## config.mk

```make
export PLATFORM = sky130hd
export DESIGN_NAME = syn_sram_acc_modport
export DESIGN_NICKNAME = d
export VERILOG_FILES = /design/src/rtl/syn_sram_acc_pkg.sv /design/src/rtl/syn_sram_acc_modport.sv
export SDC_FILE = /design/constraint.sdc
export NUM_CORES = 1
export LEC_CHECK = 0
export CELL_PAD_IN_SITES_DETAIL_PLACEMENT = 1
export CELL_PAD_IN_SITES_GLOBAL_PLACEMENT = 1
export CORE_ASPECT_RATIO = 0.7
export CORE_MARGIN = 5
export CORE_UTILIZATION = 28
export CTS_CLUSTER_DIAMETER = 120
export CTS_CLUSTER_SIZE = 28
export DETAILED_ROUTE_END_ITERATION = 6
export GPL_ROUTABILITY_DRIVEN = 0
export PLACE_DENSITY_LB_ADDON = 0.1
export SYNTH_ARGS = -nofsm -noshare
export SYNTH_HDL_FRONTEND = slang
export SYNTH_SLANG_ARGS = --single-unit
```

## constraint.sdc

```tcl
create_clock -name clk_ir -period 3.05 [get_ports clk_ir]
set_clock_uncertainty 0.2 [all_clocks]
set_input_delay 0.61 -clock clk_ir [delete_from_list [all_inputs] [get_ports clk_ir]]
set_output_delay 0.61 -clock clk_ir [all_outputs]
set_load 0.02 [all_outputs]
```

## src/rtl/syn_sram_acc_pkg.sv

```systemverilog
// Shared types and default widths for the synesthesia SRAM access controller.
package syn_sram_acc_pkg;

    localparam int SRAM_DATA_W = 16;
    localparam int SRAM_ADDR_W = 18;

    typedef enum logic [1:0] {
        IDLE    = 2'd0,
        WR      = 2'd1,
        WR_HOLD = 2'd2,
        RD      = 2'd3
    } state_t;

endpackage

```

## src/rtl/syn_sram_acc_modport.sv

```systemverilog
// Single-port controller from the SRAM access bus to an asynchronous 16-bit SRAM.
// Optional macro SYN_SRAM_ACC_RD_PIPE_EN adds an input register on sram_dq_i (one extra read cycle).
module syn_sram_acc_modport
    import syn_sram_acc_pkg::*;
#(
    parameter int DATA_W   = SRAM_DATA_W,
    parameter int ADDR_W   = SRAM_ADDR_W,
    parameter int RD_WAIT  = 1,
    parameter int WR_PULSE = 1
) (
    input  logic              clk_ir,
    input  logic              rst_il,
    input  logic              rd_en,
    input  logic              wr_en,
    input  logic [ADDR_W-1:0] addr,
    input  logic [DATA_W-1:0] wr_data,
    output logic              rdy,
    output logic              rd_valid,
    output logic [DATA_W-1:0] rd_data,
    output logic [ADDR_W-1:0] sram_addr,
    output logic [DATA_W-1:0] sram_dq_o,
    input  logic [DATA_W-1:0] sram_dq_i,
    output logic              sram_dq_oe,
    output logic              sram_ce_n,
    output logic              sram_oe_n,
    output logic              sram_we_n,
    output logic              sram_lb_n,
    output logic              sram_ub_n
);

    logic [DATA_W-1:0] rd_src;

`ifdef SYN_SRAM_ACC_RD_PIPE_EN
    localparam int RD_CYC = RD_WAIT + 1;
    // No reset so the register can be packed into the IO cell.
    always_ff @(posedge clk_ir) rd_src <= sram_dq_i;
`else
    localparam int RD_CYC = RD_WAIT;
    assign rd_src = sram_dq_i;
`endif

    localparam int CNT_MAX = (RD_CYC > WR_PULSE) ? RD_CYC : WR_PULSE;
    localparam int CNT_W   = (CNT_MAX > 1) ? $clog2(CNT_MAX) : 1;

    state_t            state, state_nx;
    logic [CNT_W-1:0]  cnt, cnt_nx;
    logic              rdy_nx, rd_valid_nx, dq_oe_nx;
    logic              ce_n_nx, oe_n_nx, we_n_nx, lb_n_nx, ub_n_nx;
    logic [DATA_W-1:0] rd_data_nx, dq_o_nx;
    logic [ADDR_W-1:0] addr_nx;

    always_ff @(posedge clk_ir) begin
        if (rst_il) begin
            state      <= IDLE;
            cnt        <= '0;
            rdy        <= 1'b0;
            rd_valid   <= 1'b0;
            rd_data    <= '0;
            sram_addr  <= '0;
            sram_dq_o  <= '0;
            sram_dq_oe <= 1'b0;
            sram_ce_n  <= 1'b1;
            sram_oe_n  <= 1'b1;
            sram_we_n  <= 1'b1;
            sram_lb_n  <= 1'b1;
            sram_ub_n  <= 1'b1;
        end else begin
            state      <= state_nx;
            cnt        <= cnt_nx;
            rdy        <= rdy_nx;
            rd_valid   <= rd_valid_nx;
            rd_data    <= rd_data_nx;
            sram_addr  <= addr_nx;
            sram_dq_o  <= dq_o_nx;
            sram_dq_oe <= dq_oe_nx;
            sram_ce_n  <= ce_n_nx;
            sram_oe_n  <= oe_n_nx;
            sram_we_n  <= we_n_nx;
            sram_lb_n  <= lb_n_nx;
            sram_ub_n  <= ub_n_nx;
        end
    end

    // Next values of every registered output; each output holds unless changed.
    always_comb begin
        state_nx    = state;
        cnt_nx      = cnt;
        rdy_nx      = rdy;
        rd_valid_nx = 1'b0;
        rd_data_nx  = rd_data;
        addr_nx     = sram_addr;
        dq_o_nx     = sram_dq_o;
        dq_oe_nx    = sram_dq_oe;
        ce_n_nx     = sram_ce_n;
        oe_n_nx     = sram_oe_n;
        we_n_nx     = sram_we_n;
        lb_n_nx     = sram_lb_n;
        ub_n_nx     = sram_ub_n;
        case (state)
            IDLE: begin
                rdy_nx = 1'b1;
                // rdy gates acceptance so the first cycle out of reset ignores requests.
                if (rdy && wr_en) begin
                    state_nx = WR;
                    cnt_nx   = CNT_W'(WR_PULSE - 1);
                    addr_nx  = addr;
                    dq_o_nx  = wr_data;
                    dq_oe_nx = 1'b1;
                    ce_n_nx  = 1'b0;
                    we_n_nx  = 1'b0;
                    lb_n_nx  = 1'b0;
                    ub_n_nx  = 1'b0;
                    rdy_nx   = 1'b0;
                end else if (rdy && rd_en) begin
                    state_nx = RD;
                    cnt_nx   = CNT_W'(RD_CYC - 1);
                    addr_nx  = addr;
                    ce_n_nx  = 1'b0;
                    oe_n_nx  = 1'b0;
                    lb_n_nx  = 1'b0;
                    ub_n_nx  = 1'b0;
                    rdy_nx   = 1'b0;
                end
            end
            WR: begin
                if (cnt == '0) begin
                    state_nx = WR_HOLD;
                    we_n_nx  = 1'b1;
                end else begin
                    cnt_nx = cnt - 1'b1;
                end
            end
            WR_HOLD: begin
                state_nx = IDLE;
                dq_oe_nx = 1'b0;
                ce_n_nx  = 1'b1;
                lb_n_nx  = 1'b1;
                ub_n_nx  = 1'b1;
                rdy_nx   = 1'b1;
            end
            RD: begin
                if (cnt == '0) begin
                    state_nx    = IDLE;
                    rd_data_nx  = rd_src;
                    rd_valid_nx = 1'b1;
                    ce_n_nx     = 1'b1;
                    oe_n_nx     = 1'b1;
                    lb_n_nx     = 1'b1;
                    ub_n_nx     = 1'b1;
                    rdy_nx      = 1'b1;
                end else begin
                    cnt_nx = cnt - 1'b1;
                end
            end
            default: state_nx = IDLE;
        endcase
    end

endmodule

```

**Yosys cells after proc, flatten, opt, wreduce, memory -nomap -nowiden**

Cells that the tools add are included.
W data, S select, Z words.

- Bits in registers: 59
- Bits in latches: 0
- RAM bits: 0
- Memory bits (read-only): 0
- Input bits: 54
- Output and inout port bits: 58
- Logic and storage cells: 67
- Memories: 0

- Add/sub/neg operators: 1
- Multiply operators: 0
- Div/mod/pow operators: 0
- $lt $le $gt $ge: 0
- Eq/ne operators: 9
- Shift operators: 0
- Mux-type cells: 23
- Bitwise logic cells: 2
- Reductions and logical operators: 21

Operators with widths:

| kind | number |
|---|---|
| $mux W18 | 2 |
| $reduce_and A2 Y1 | 6 |
| $mux W1 | 10 |
| $ne A2 B2 Y1 const B | 5 |
| $reduce_bool A2 Y1 | 5 |
| $reduce_and A3 Y1 | 3 |
| $mux W2 | 4 |
| $pmux W1 S2 | 4 |
| $pmux W2 S4 | 1 |
| $pmux W1 S3 | 2 |
| $eq A2 B2 Y1 const B | 2 |
| $reduce_and A4 Y1 | 1 |
| $reduce_or A2 Y1 | 2 |
| $ne A3 B3 Y1 const B | 1 |
| $reduce_bool A3 Y1 | 1 |
| $eq A2 B1 Y1 const B | 1 |
| $logic_and A1 B1 Y1 | 2 |
| $logic_not A2 Y1 | 1 |
| $not A1 Y1 | 2 |
| $sub A1 B1 Y1 const B | 1 |

**Longest topological paths before layout**

Gate-level depths: netlist of the first run.

- Depth after elaboration: 4
- Depth in mapped cells: 6
- Gate-level depth less buffers: 3

**Worst setup path before layout of the first run**

Ideal clock, no wire load.

- Kind: input -> register
- From: input rd_en
- To: register sram_addr[0]
- Library setup time: 117 ps
- Arrival time: 1514 ps
- Data required time: 2733 ps
- Slack: 1219 ps
- Stages: 5
- Path buffers: 2
- Cells stage by stage: or2_4 > and4b_1 > buf_6 > buf_6 > a22o_1

- Word-level cells in the longest chain between the ends: 3

RTL lines:

| element | line | text |
|---|---|---|
| start: declaration | syn_sram_acc_modport.sv:13 | `input logic rd_en,` |
| $logic_and A1 B1 Y1 | syn_sram_acc_modport.sv:114 | `end else if (rdy && rd_en) begin` |
| $reduce_bool A2 Y1 (no source line) | n/a |  |
| $reduce_and A2 Y1 (no source line) | n/a |  |
| end signal: assignment | syn_sram_acc_modport.sv:73 | `sram_addr <= addr_nx;` |
| end: declaration | syn_sram_acc_modport.sv:20 | `output logic [ADDR_W-1:0] sram_addr,` |

Every way passes these cells.
A chain may end at the register's enable or synchronous reset.

**Worst setup path in the final report of the first run**

- From: register rdy
- To: output rdy

RTL lines:

| element | line | text |
|---|---|---|
| start: declaration | syn_sram_acc_modport.sv:17 | `output logic rdy,` |
| start signal: assignment | syn_sram_acc_modport.sv:70 | `rdy <= rdy_nx;` |

No word-level cell between the ends.

==> impl_metrics.ini, run 1 <==
[clock_network]
cts_tree = done
cts_buffers = 9
clock_sinks = 58
ctsLongestPathBuffers = 2
h-tree-depth = 3
clock-root-buffer = clkbuf_8
postCtsSetupBuffers = 0
ctsResizeCount = 0
clk_pin_slew_ns = 0.06
hold_buffers = 0
clock_latency_ns = 0.32

[worst_setup_path]
crit_fanout = 8
r2r-start = state[1]$_SDFFE_PP0P_
worst_r2r_endpoint = sram_addr[2]$_SDFFE_PP0P_
cp-end-kind = output pin
rr_worst_depth = 3
critPathLaunchType = register
path_cells = clkdlybuf4s50_1
max_stage_delay_ns = 0.68
critical_path.top_delay_family = buffers and inverters
cp_num_cells = 1
crit_buf_inv = 1
arrival_ns = 1.49
crit_slowest_cell = clkdlybuf4s50_1
regToRegSetupSlack_ns = 1.20
critPathRequiredTime_ns = 2.24
critPathKind = reg2out

[power]
p_sw_uw = 438
p_leak_uw = 0.00123
p_int_uw = 1290
p_per_area_mw_per_mm2 = 526
peakVddDrop_mv = 0.228
p_seq_share_pct = 47.8
combPwrFrac_pct = 17.2
clkPwrFrac_pct = 35.0
switching_share_pct = 25.3

[floorplan]
dieHeight_um = 79.8
fp.dieArea_mm2 = 0.00876
die_w_um = 110
initial_core_util_pct = 28.9
core.rowCount = 25
core_area_mm2 = 0.00676
io_pins = 112

[run_status]
status = complete, no violations

[synthesis]
postSynthRegisterBits = 58
syn-cell-area_mm2 = 0.00195
seq_area_frac_synth_pct = 59.5
avgSynthCellArea_um2 = 10.8
yosys-top-cells-area = dfxtp_1 (60%), a22o_1 (15%), nand2_1 (6.5%)
synth_top_cell_by_area = dfxtp_1
synthCells = 180
yosys_warnings = 0
synthDistinctLibCells = 25
netlist.area_leader.share_pct = 59.5
synth_fp_nets = 234

[route]
avgViaCountPerCell = 4.50
post-route-drc-count = 0
wl_um = 6060
firstDrtPassIters = 4
first_iter_violations = 83
ant_nets = 0
num_vias = 1751
wl_per_cell_um = 15.6

[global_route]
grt_pass1_wl_um = 9740
grt_start_max_net_pins = 20
grt_pass1_vias = 1899
met2_usage_pct = 21.3
use_met3_pct = 6.95
antenna_found_initial = 0
top_usage_layer = met2
grt_use_total_pct = 14.7
grt_use_met1_pct = 19.0
overflow = 0

[sta]
min_period_over_period_pct = 75.5
setup_viol = 0
tightest_slew_ns = 0.759
drv_slew = 0
hold_viol_final = 0
relSlewSlack_pct = 49.4
fmax_mhz = 434
grt_setup_unrepaired = false
post-route-min-period_ns = 2.30
setup_tns_ns = 0

[finish]
drive_gt1_share_pct = 8.81
areaGrowthSynthToFinish_pct = 68.4
fin_nets = 345
final_area_mm2 = 0.00329
fillers = 767
antenna_cells = 0

[job]
maxCapViolCount = 0

[placed_design]
placed_cell_area_mm2 = 0.00312
place.port_buffers = 111
hpwl_um = 4480

[min_path]
worstHoldStart = sram_dq_o[14]$_SDFFE_PP0P_
whs_endpoint = sram_dq_o[14]$_SDFFE_PP0P_
hold_path_class = reg2reg
hold-path-cell-count = 2
-- kinds of logic after synthesis --
kind of cell           count (synthesis)  synth area share [%]
AND/OR/NAND/NOR                       43                  10.8
buffers and inverters                 18                  5.58
flip-flops                            58                  59.5
AO/OA/AOI/OAI                         61                  24.1
-- cell usage after synthesis --
cell       instances
or2_4              1
buf_2              6
nand2_1           34
a21oi_1           19
a31oi_4            1
nor3_4             1
nor2_2             1
and4b_1            1
a211oi_1           1
o21a_1             1
nand4bb_1          1
clkbuf_1           3
inv_2              2
dfxtp_1           58
a211o_1            1
nor3_1             1
buf_6              2
a22o_1            34
o31a_1             1
nor4_1             1
o21bai_1           2
and4bb_1           1
buf_4              5
nor2b_1            1
a21oi_2            1
-- metal layers --
metal  wire length [um]  vias up  part of all wire, %
li1                   -      858                    -
met1               2850      823                   47
met2               2640       66                   44
met3                525        4                  8.7
met4                 48        0                 0.79
met5                  0        -                    0
-- registers in the layout, summed over array words and instances (netlist names) --
register	count
sram_dq_oe	1
sram_we_n	1
sram_dq_o	16
state	2
sram_addr	18
sram_oe_n	1
sram_ub_n	1
rdy	1
rd_data	16
rd_valid	1
-- cells in the final DEF (no fill, tap or decap), drive strengths merged --
cell type      netlist  layout
and4bb               1       1
clkinv               0       3
nor4                 1       1
a21oi               20      20
nor2                 1       1
o21a                 1       1
nand2               34      34
o21bai               2       2
a31oi                1       1
clkbuf               3      12
nand4bb              1       1
o31a                 1       1
nor2b                1       1
a22o                34      34
nor3                 2       2
a211o                1       1
a211oi               1       1
and4b                1       1
dfxtp               58      58
or2                  1       1
clkdlybuf4s50        0     111
buf                 13       5
inv                  2       2
-- cell type report --
class	instances	area (um^2)	area share, %
flip-flops and latches	58	1160	35.3
well taps	94	118	3.58
inverters	2	7.51	0.228
multi-input cells	104	681	20.7
clock inverters	3	15.0	0.457
clock buffers	12	155	4.72
repair buffers	116	1150	35.0
-- how the worst max path moves through the flow --
stage / start / slack (ns) / end
floorplan: rd_en / 1.22 / sram_addr[0]$_SDFFE_PP0P_
finish: rdy$_SDFFE_PP0P_ / 0.75 / rdy
CTS: rdy$_SDFFE_PP0P_ / 0.71 / rdy
detailed placement: wr_en / 0.46 / sram_addr[16]$_SDFFE_PP0P_
global placement: wr_en / 0.48 / sram_addr[1]$_SDFFE_PP0P_
global route: wr_en / 0.68 / sram_addr[1]$_SDFFE_PP0P_
-- power groups by stage --
stage                     Combinational [uW]  Clock (uW)  Sequential, uW
after floorplan                         97.5           0             881
after global placement                   299           0             842
after detailed placement                 302           0             842
after CTS                                303         639             827
after global routing                     320         672             832
final                                    297         605             826
-- per-stage QoR --
stage	util, %	hold slack (ns)	setup slack [ns]	instances	power, uW
3_5_place_dp	46.1	0.249	0.459	374	1140
4_1_cts	48.6	0.258	0.713	389	1770
2_1_floorplan	-	0.333	1.22	180	978
5_1_grt	48.6	0.269	0.682	389	1820
6_report	48.6	0.253	0.746	389	1730
3_3_place_gp	46.1	0.242	0.476	374	1140
No activity file was read; power rests on OpenSTA's default activity.
==> run 2, diff against run 1 <==
Settings changed: CORE_UTILIZATION 28 to 27.
Clock period 3.05 ns to 2.3 ns, I/O delays scaled along.
==> impl_metrics.ini, run 2 (synthesis gave the netlist of run 1 again) <==
[run_status]
status = complete, no violations

[global_route]
grt_start_max_net_pins = 20
grt_use_total_pct = 13.6
antenna_found_initial = 0
grt_pass1_vias = 1833
overflow = 0
grt_pass1_wl_um = 9570

[worst_setup_path]
arrival_ns = 1.49
crit_slowest_cell = clkdlybuf4s50_1
path_cells = clkdlybuf4s50_1
critPathRequiredTime_ns = 1.64
critPathKind = reg2out
crit_fanout = 8
critical_path.top_delay_family = buffers and inverters
max_stage_delay_ns = 0.67
crit_buf_inv = 1
critPathLaunchType = register
cp-end-kind = output pin

[floorplan]
initial_core_util_pct = 28.3
io_pins = 112
die_w_um = 112
core_area_mm2 = 0.00688
dieHeight_um = 81.1
core.rowCount = 25
fp.dieArea_mm2 = 0.00905

[clock_network]
postCtsSetupBuffers = 0
h-tree-depth = 3
hold_buffers = 0
ctsResizeCount = 0
clock-root-buffer = clkbuf_8
clock_sinks = 58
ctsLongestPathBuffers = 2
cts_buffers = 9
clock_latency_ns = 0.33
cts_tree = done
clk_pin_slew_ns = 0.06

[power]
p_per_area_mw_per_mm2 = 730
p_leak_uw = 0.00124
switching_share_pct = 24.4
clkPwrFrac_pct = 38.6
peakVddDrop_mv = 0.369
finalPower_uw = 2430
p_seq_share_pct = 45.1
p_int_uw = 1840
combPwrFrac_pct = 16.4
p_sw_uw = 594

[sta]
setup_viol = 0
grt_setup_unrepaired = false
fin_ws_ns = 0.149
setup_tns_ns = 0
post-route-min-period_ns = 2.15
min_period_over_period_pct = 93.5
hold_slack_ns = 0.254
hold_viol_final = 0
relSlewSlack_pct = 48.7
drv_slew = 0
fmax_mhz = 465
tightest_slew_ns = 0.769

[job]
maxCapViolCount = 0

[placed_design]
hpwl_um = 4370
place_inst = 376
place_ws_ns = -0.00279
place.port_buffers = 111

[finish]
top_register = sram_addr
stdcell_count = 392
mostFrequentLayoutCells = clkdlybuf4s50_1 (111), dfxtp_1 (58), nand2_1 (34), a22o_1 (34), a21oi_1 (19)
largest_register_ffs = 18
reg.largest.list = sram_addr: 18 flops, rd_data: 16 flops, sram_dq_o: 16 flops
layout_commonest_cell = clkdlybuf4s50_1
fin_nets = 347
areaGrowthSynthToFinish_pct = 70.6
antenna_cells = 0
drive_gt1_share_pct = 9.06
fillers = 759

[route]
wl_um = 6090
post-route-drc-count = 0
wl_per_cell_um = 15.5
firstDrtPassIters = 4
avgViaCountPerCell = 4.46
first_iter_violations = 105
num_vias = 1749
ant_nets = 0

[min_path]
hold_path_class = reg2reg
[run 2: cell count changes in the layout (fill, tap and decap cells not counted), sizes merged]
| cell | before | now |
|---|---|---|
| clkinv | 3 | 1 |
| buf | 5 | 7 |
| bufinv | 0 | 1 |
| clkbuf | 12 | 14 |
[run 2: power groups by stage]
| stage | Clock, uW | Sequential (uW) | Combinational [uW] |
|---|---|---|---|
| 2_1_floorplan | 0 | 1170 | 129 |
| 6_report | 937 | 1100 | 398 |
| 4_1_cts | 976 | 1100 | 404 |
| 3_5_place_dp | 0 | 1120 | 401 |
| 5_1_grt | 1020 | 1100 | 424 |
| 3_3_place_gp | 0 | 1120 | 399 |
[run 2: path summary, 6_finish.rpt]
| kind | slack [ns] | cells past startpoint | startpoint | to |
|---|---|---|---|---|
| max | 0.15 | 1 | rdy$_SDFFE_PP0P_ | rdy |
| min | 0.25 | 2 | sram_dq_o[13]$_SDFFE_PP0P_ | sram_dq_o[13]$_SDFFE_PP0P_ |
| max reg2reg | 0.47 | 3 | state[1]$_SDFFE_PP0P_ | sram_addr[12]$_SDFFE_PP0P_ |
| min reg2reg | 0.25 | 2 | sram_dq_o[13]$_SDFFE_PP0P_ | sram_dq_o[13]$_SDFFE_PP0P_ |
[run 2: routing by layer]
layer / global-route usage, % / vias up / part of all wire [%]
met3: 6.85 / 6 / 7.0
met2: 20.4 / 66 / 43
met5: 0 / - / 0
li1: - / 864 / -
met4: 4.01 / 0 / 1.1
met1: 17.3 / 813 / 49
[run 2: final cells by class]
cell class              count  area (um^2)  share of cell area, %
clock buffers              14          163                   4.89
clock inverters             2         35.0                   1.05
inverters                   2         7.51                  0.226
multi-input cells         104          681                   20.5
flip-flops and latches     58         1160                   34.9
well taps                  94          118                   3.53
repair buffers            118         1160                   35.0
[run 2: stage by stage]
stage / instance area, um^2 / utilization [%]
6_report: 3330 / 48.4
5_1_grt: 3330 / 48.4
2_1_floorplan: 1950 / -
3_5_place_dp: 3130 / 45.5
3_3_place_gp: 3130 / 45.5
4_1_cts: 3330 / 48.4
==> run 3, diff against run 2 <==
Settings changed: PLACE_DENSITY from default to 0.82, PLACE_DENSITY_LB_ADDON 0.1 to default, TNS_END_PERCENT from default to 20.
==> impl_metrics.ini, run 3 (synthesis gave the netlist of run 1 again) <==
[finish]
top_register = sram_addr
antenna_cells = 0
stdcell_count = 391
largest_register_ffs = 18
layout_commonest_cell = clkdlybuf4s50_1
multi_input_area_um2 = 681
regArea_mm2 = 0.00116
mostFrequentLayoutCells = clkdlybuf4s50_1 (111), dfxtp_1 (58), nand2_1 (34), a22o_1 (34), a21oi_1 (19)
drive_gt1_share_pct = 9.43
fillers = 758
fin_nets = 347
areaGrowthSynthToFinish_pct = 69.2
reg.largest.list = sram_addr: 18 flops, rd_data: 16 flops, sram_dq_o: 16 flops
final_area_mm2 = 0.00330

[sta]
setup_viol = 0
fin_ws_ns = 0.138
tightest_slew_ns = 0.736
setup_tns_ns = 0
drv_slew = 0
grt_setup_unrepaired = false
min_period_over_period_pct = 94.0
relSlewSlack_pct = 51.0
hold_viol_final = 0
post-route-min-period_ns = 2.16
fmax_mhz = 463

[worst_setup_path]
cp_num_cells = 1
critical_path.top_delay_family = buffers and inverters
crit_buf_inv = 1
worst_r2r_endpoint = sram_addr[9]$_SDFFE_PP0P_
max_stage_delay_ns = 0.68
arrival_ns = 1.50
path_cells = clkdlybuf4s50_1
r2r-start = state[0]$_SDFFE_PP0P_
cp-end-kind = output pin
critPathLaunchType = register
regToRegSetupSlack_ns = 0.46
critPathRequiredTime_ns = 1.64
rr_worst_depth = 3
crit_fanout = 8
crit_slowest_cell = clkdlybuf4s50_1
critPathKind = reg2out

[global_route]
overflow = 0
grt_start_max_net_pins = 20
grt_pass1_wl_um = 9470
grt_use_total_pct = 13.3
grt_pass1_vias = 1877
antenna_found_initial = 0

[clock_network]
clk_pin_slew_ns = 0.06
h-tree-depth = 3
hold_buffers = 0
clock_latency_ns = 0.32
ctsLongestPathBuffers = 2
clock-root-buffer = clkbuf_8
clock_sinks = 58
ctsResizeCount = 0
postCtsSetupBuffers = 0
cts_buffers = 9
cts_tree = done

[power]
peakVddDrop_mv = 0.245
p_leak_uw = 0.00124
p_per_area_mw_per_mm2 = 695

[min_path]
hold_path_class = reg2reg
worstHoldStart = sram_dq_o[12]$_SDFFE_PP0P_
whs_endpoint = sram_dq_o[12]$_SDFFE_PP0P_
hold-path-cell-count = 2

[floorplan]
io_pins = 112
die_w_um = 112
fp.dieArea_mm2 = 0.00905
dieHeight_um = 81.1
initial_core_util_pct = 28.3
core_area_mm2 = 0.00688
core.rowCount = 25

[route]
first_iter_violations = 61
post-route-drc-count = 0
firstDrtPassIters = 7
avgViaCountPerCell = 4.54
wl_per_cell_um = 15.8
num_vias = 1777
ant_nets = 0
wl_um = 6190

[placed_design]
place_ws_ns = 0.00135
placed_cell_area_mm2 = 0.00313
place_inst = 376
hpwl_um = 4740
place.port_buffers = 111

[run_status]
status = complete, no violations

[job]
maxCapViolCount = 0
## run 3: cell types whose count changed in the layout (fill, tap and decap cells not counted), sizes merged
cell,delta
bufinv,-1
clkbuf,-2
clkinv,+2
## run 3: layout make-up
cell class	instances	area share (%)
Tap cell	94	3.56
Clock inverter	3	0.455
Inverter	2	0.227
Timing Repair Buffer	118	35.3
Multi-Input combinational cell	104	20.6
Sequential cell	58	35.2
Clock buffer	12	4.70
## run 3: power breakdown
part	leakage [uW]	switching (uW)	total, uW	internal [uW]
logic	0.000672	180	399	219
clock network	0.0000920	359	797	438
registers	0.000472	40.2	1100	1060
## run 3: tightest hold or removal path: cells and delay by family (launching register included)
kind / cells / cell delay [ns]
DFF: 1 / 0.31
and+or+nand+nor: 1 / 0.05
AOI/OAI and AO/OA: 1 / 0.05
## run 3: per-stage QoR
| step | utilization, % | total power [uW] | hold slack, ns |
|---|---|---|---|
| 6_report | 48.0 | 2290 | 0.259 |
| 2_1_floorplan | - | 1300 | 0.333 |
| 5_1_grt | 48.0 | 2410 | 0.275 |
| 4_1_cts | 48.0 | 2340 | 0.261 |
| 3_5_place_dp | 45.5 | 1520 | 0.252 |
| 3_3_place_gp | 45.5 | 1510 | 0.241 |
## run 3: worst max path at each step
stage | from | slack [ns] | endpoint
floorplan | rd_en | 0.62 | sram_addr[0]$_SDFFE_PP0P_
global placement | rd_en | 0.09 | sram_addr[12]$_SDFFE_PP0P_
detailed placement | wr_en | 0.001 | sram_addr[16]$_SDFFE_PP0P_
CTS | rdy$_SDFFE_PP0P_ | 0.11 | rdy
global route | rdy$_SDFFE_PP0P_ | 0.07 | rdy
finish | rdy$_SDFFE_PP0P_ | 0.14 | rdy
## run 3: per-layer routing
| layer | up-vias | GRT usage [%] | share of wire (%) |
|---|---|---|---|
| li1 | 866 | - | - |
| met1 | 842 | 15.4 | 45 |
| met2 | 62 | 22.9 | 48 |
| met3 | 7 | 4.91 | 5.3 |
| met4 | 0 | 5.22 | 1.4 |
| met5 | - | 0 | 0 |
